$ cat src/rtl/decrypt_pipe_rot.sv
// Caesar decrypter rotate/encode stages: rotates the letter one-hot by the key,
// re-encodes it to ASCII, and tracks key, emitted-byte count and encoding errors.
module decrypt_pipe_rot #(
  parameter int unsigned CNT_W = 16
) (
  input  logic             clk,
  input  logic             rst,
  input  logic             en_in,
  input  logic             is_alpha_upper_case_in,
  input  logic             is_alpha_low_case_in,
  input  logic [31:0]      extended_shift_data_in,
  input  logic             key_load,
  input  logic [4:0]       key_in,
  input  logic             err_clr,
  output logic             en_out,
  output logic [7:0]       dout,
  output logic [4:0]       key_q,
  output logic [CNT_W-1:0] char_count,
  output logic             err_sticky
);

  localparam logic [CNT_W-1:0] CntMax = '1;
  localparam logic [7:0]       ErrByte = 8'h3F;

  // Key register
  logic [4:0] key_reg_q, key_reg_d;

  // Stage R registers
  logic        en_r_q, en_r_d;
  logic        letter_r_q, letter_r_d;
  logic        upper_r_q, upper_r_d;
  logic        err_r_q, err_r_d;
  logic [25:0] onehot_r_q, onehot_r_d;
  logic [7:0]  byte_r_q, byte_r_d;

  // Stage E registers and status
  logic             en_out_q, en_out_d;
  logic [7:0]       dout_q, dout_d;
  logic [CNT_W-1:0] char_count_q, char_count_d;
  logic             err_sticky_q, err_sticky_d;

  // Stage R combinational decode
  logic [25:0] letter_bits;
  logic        letter_onehot;
  logic        any_flag;
  logic        in_err;
  logic [51:0] rot_dbl;
  logic [25:0] rot_bits;

  // Stage E index encode
  logic [4:0] letter_idx;

  always_comb begin
    letter_bits   = extended_shift_data_in[31:6];
    letter_onehot = (letter_bits != '0) && ((letter_bits & (letter_bits - 26'd1)) == '0);
    any_flag      = is_alpha_upper_case_in | is_alpha_low_case_in;
    in_err        = any_flag &
                    (~letter_onehot | (is_alpha_upper_case_in & is_alpha_low_case_in));
    // Shifting a doubled copy right yields a 26-bit rotate for key_q in 0..25.
    rot_dbl       = {letter_bits, letter_bits} >> key_reg_q;
    rot_bits      = rot_dbl[25:0];
  end

  always_comb begin
    letter_idx = '0;
    for (int i = 0; i < 26; i++) begin
      if (onehot_r_q[i]) letter_idx = letter_idx | 5'(i);
    end
  end

  always_comb begin
    key_reg_d    = key_reg_q;
    en_r_d       = en_in;
    letter_r_d   = letter_r_q;
    upper_r_d    = upper_r_q;
    err_r_d      = err_r_q;
    onehot_r_d   = onehot_r_q;
    byte_r_d     = byte_r_q;
    en_out_d     = en_r_q;
    dout_d       = dout_q;
    char_count_d = char_count_q;
    err_sticky_d = err_sticky_q & ~err_clr;

    if (key_load) begin
      key_reg_d = (key_in >= 5'd26) ? (key_in - 5'd26) : key_in;
    end

    if (en_in) begin
      letter_r_d = any_flag & ~in_err;
      upper_r_d  = is_alpha_upper_case_in;
      err_r_d    = in_err;
      onehot_r_d = rot_bits;
      byte_r_d   = in_err ? ErrByte : extended_shift_data_in[7:0];
    end

    if (en_r_q) begin
      dout_d = letter_r_q ? ((upper_r_q ? 8'h41 : 8'h61) + {3'b000, letter_idx}) : byte_r_q;
      if (char_count_q != CntMax) char_count_d = char_count_q + CNT_W'(1);
      // Setting wins over a simultaneous clear.
      if (err_r_q) err_sticky_d = 1'b1;
    end
  end

  always_ff @(posedge clk) begin
    if (rst) begin
      key_reg_q    <= '0;
      en_r_q       <= 1'b0;
      letter_r_q   <= 1'b0;
      upper_r_q    <= 1'b0;
      err_r_q      <= 1'b0;
      onehot_r_q   <= '0;
      byte_r_q     <= '0;
      en_out_q     <= 1'b0;
      dout_q       <= '0;
      char_count_q <= '0;
      err_sticky_q <= 1'b0;
    end else begin
      key_reg_q    <= key_reg_d;
      en_r_q       <= en_r_d;
      letter_r_q   <= letter_r_d;
      upper_r_q    <= upper_r_d;
      err_r_q      <= err_r_d;
      onehot_r_q   <= onehot_r_d;
      byte_r_q     <= byte_r_d;
      en_out_q     <= en_out_d;
      dout_q       <= dout_d;
      char_count_q <= char_count_d;
      err_sticky_q <= err_sticky_d;
    end
  end

  assign en_out     = en_out_q;
  assign dout       = dout_q;
  assign key_q      = key_reg_q;
  assign char_count = char_count_q;
  assign err_sticky = err_sticky_q;

endmodule
$ cat config.mk
export PLATFORM = sky130hd
export DESIGN_NAME = decrypt_pipe_rot
export DESIGN_NICKNAME = d
export VERILOG_FILES = /design/src/rtl/decrypt_pipe_rot.sv
export SDC_FILE = /design/constraint.sdc
export NUM_CORES = 1
export LEC_CHECK = 0
export BUFFER_PORTS_ARGS = -buffer_cell sky130_fd_sc_hd__buf_4
export CELL_PAD_IN_SITES_DETAIL_PLACEMENT = 0
export CELL_PAD_IN_SITES_GLOBAL_PLACEMENT = 1
export CORE_ASPECT_RATIO = 1.75
export CORE_MARGIN = 2
export CORE_UTILIZATION = 40
export CTS_CLUSTER_SIZE = 40
export DETAILED_ROUTE_END_ITERATION = 10
export PLACE_DENSITY = 0.81
export SYNTH_ARGS = -nofsm -noshare
export SYNTH_HDL_FRONTEND = slang
export SYNTH_SLANG_ARGS = --single-unit
$ cat constraint.sdc
create_clock -name clk -period 2.3 [get_ports clk]
set_input_delay 0.46 -clock clk [delete_from_list [all_inputs] [get_ports clk]]
set_output_delay 0.46 -clock clk [all_outputs]
set_load 0.02 [all_outputs]
==> flow_summary.toml <==
[worst_setup_path]
endpoint_kind = "flop"
start_kind = "primary input"
crit_fanout = 10
reg2reg_to = "onehot_r_q[25]$_SDFFE_PP0P_"
reg2reg_depth = 5
crit_path_start = "extended_shift_data_in[13]"
crit_type = "in -> reg"
cp.arrival_ns = 2.51
worstSetupEndpoint = "byte_r_q[2]$_SDFFE_PP0P_"
rrSetupSlack_ns = 0.09
crit_required_ns = 2.48
reg2reg_from = "key_q[0]$_SDFFE_PP0P_"

[synth]
synth_top_cells_by_area = "dfxtp_1 27%, mux4_2 12%, mux2i_1 8.4%"
synth_cell_types = 64
synth.top_cell.area_share = 0.272
synth_edf_count = 0
ys_ff_latch = 68
synthTopCellsByCount = "68 x dfxtp_1, 65 x nor2_1, 42 x mux2i_1"
yosys.area.top_type = "dfxtp_1"
netlist_area_mm2 = 0.00500
synth_flop_cell = "dfxtp_1"
async_flop_share = 0
synth_most_common_cell = "dfxtp_1"
synth.net_count = 602
syn_inst = 555
synth_area_per_cell_um2 = 9.00
ys_seq_area_frac = 0.272
yosys_warnings = 0

[drt]
via_count = 4825
wl_per_cell_um = 17.6
antenna_left = 0
viasPerCell = 5.79
drt_wl_total_mm = 14.7
drc = 0
dr.pass1.iters = 7
drtIter0Drc = 234

[sta]
finalHoldViolCount = 0
whs_ns = 0.385
slew_headroom = 0.520
drv_slew = 0
finalCritPeriodShare = 1.01
rsz0062_at_grt = "true"
setup_violations = 9
fin_skew_ns = 0.00677
finalCriticalPeriod_ns = 2.33
fin_ws_ns = -0.0317
tightest_slew_ns = 0.711
max_freq_mhz = 429

[finish]
multi_input_area_mm2 = 0.00342
layout.nets = 708
n_fill_cell = 1170
fin_util = 0.517
syn_to_final_growth_pct = 28.0
diodes = 0
fin_cells = 834
ff_latch_area_mm2 = 0.00137
drive_gt1_frac = 0.333

[worst_hold_path]
hold_path_class = "in -> reg"
min_delay_path_depth = 3

[pwr]
p_total_uw = 3730
p_leak_uw = 0.00251
power.density_mw_per_mm2 = 584
ir_worst_vdd_mv = 0.282

[clocking]
numClockSinks = 68
worstSkewPairLatency_ns = 0.33
clkTransAtPathRegs_ns = 0.06
root_buffer = "clkbuf_16"
cts_tree = "yes"
ctsHoldBuffers = 0
clk_path_buf_depth = 2
h-tree-depth = 3
numCtsBuffers = 9

[floorplan]
io_pins = 75
rows = 54
core-area_mm2 = 0.0124
die_w_um = 88.5
start_util = 0.404
die_h_um = 152
die_area_mm2 = 0.0134

[placed_design]
io_buffers = 74
pre_cts_ws_ns = -0.421
gp_congestion = 0.951
dp_hpwl_mm = 11.5
dp.cells = 817

[global_route]
grt_pass1_wl_mm = 23.7
grt.total_usage = 0.226
antenna_found_initial = 0
gr-total-overflow = 0
grt_max_degree = 65
grt_pass1_vias = 4801

[status]
violations = "setup timing"
status = "complete, but fails checks"

[job]
maxCapViolCount = 0
==> final cells by class <==
class / count / area share
multi-input combinational: 429 / 0.535
tap: 168 / 0.0329
sequential: 68 / 0.214
timing repair buffer: 135 / 0.162
inverter: 18 / 0.0106
clock inverter: 4 / 0.00763
clock buffer: 12 / 0.0386
==> layout by cell type (no fill, tap or decap), drive strengths merged, types with 7 or more instances in the layout <==
cell type and n:
o22ai 8, mux4 30, o21ai 20, dfxtp 68, nand3 18, clkbuf 12
a21oi 22, nand4 7, mux2 29, nand2 40, or4 8, buf 135
o211ai 8, xnor2 7, nor2 65, or3 10, inv 18, mux2i 42
a211oi 19, nand2b 11, nor4 12, nor3 9
==> flip-flops by register name, indices dropped and copies added, names as in the netlist <==
register and flops:
letter_r_q 1, err_sticky 1, en_out_d 1, upper_r_q 1, err_r_q 1, byte_r_q 8
dout 8, key_q 5, char_count 16, en_out 1, onehot_r_q 25
==> metrics by stage <==
stage / cell area, um^2 / TNS, ns
6_report: 6390 / -0.153
5_1_grt: 6390 / -0.619
4_1_cts: 6370 / -0.0174
3_5_place_dp: 6050 / -4.18
3_3_place_gp: 6050 / -3.30
2_1_floorplan: 5010 / -1.22
==> kinds of logic (layout without fill, tap and decap cells) <==
group	after synthesis	in the layout	share of synthesized area
buf+inv	58	169	0.0516
fa+ha+maj	3	3	0.00751
mux	101	101	0.288
compound gates	119	119	0.164
xor+xnor	12	12	0.0210
flops	68	68	0.272
simple gates	194	194	0.196
==> layer usage <==
layer / global-route usage / vias up / wire (um)
li1: - / 2343 / -
met1: 0.224 / 2289 / 4980
met2: 0.427 / 149 / 8410
met3: 0.0277 / 44 / 522
met4: 0.128 / 0 / 762
met5: 0 / - / 0
==> worst max-delay path, stage by stage <==
cell	delay, ns
buf_4	0.11
or3_4	0.40
or4_4	0.57
nor4_2	0.31
o31ai_2	0.11
nor4_4	0.27
buf_6	0.18
o22ai_1	0.09
==> what timing repair did <==
| item | 4_1_cts | 5_1_grt |
|---|---|---|
| endpoints found under the setup margin | 13 | 27 |
| pin swaps | 0 | 2 |
| gates cloned | 0 | 0 |
| buffers inserted | 0 | 1 |
| gates resized for setup | 5 | 5 |
==> power breakdown <==
group | switching (uW) | internal [uW]
Combinational | 532 | 518
Sequential | 66.8 | 1260
Clock | 492 | 866
==> worst min-delay path by stage <==
stage	slack [ns]	from	to
floorplan	0.43	err_r_q$_SDFFE_PP0P_	err_r_q$_SDFFE_PP0P_
global placement	0.45	err_r_q$_SDFFE_PP0P_	err_r_q$_SDFFE_PP0P_
detailed placement	0.46	err_r_q$_SDFFE_PP0P_	err_r_q$_SDFFE_PP0P_
CTS	0.38	err_clr	err_sticky$_SDFF_PP0_
global route	0.40	key_load	key_q[1]$_SDFFE_PP0P_
finish	0.39	key_in[0]	key_q[0]$_SDFFE_PP0P_
Power figures use the tool's default switching activity.
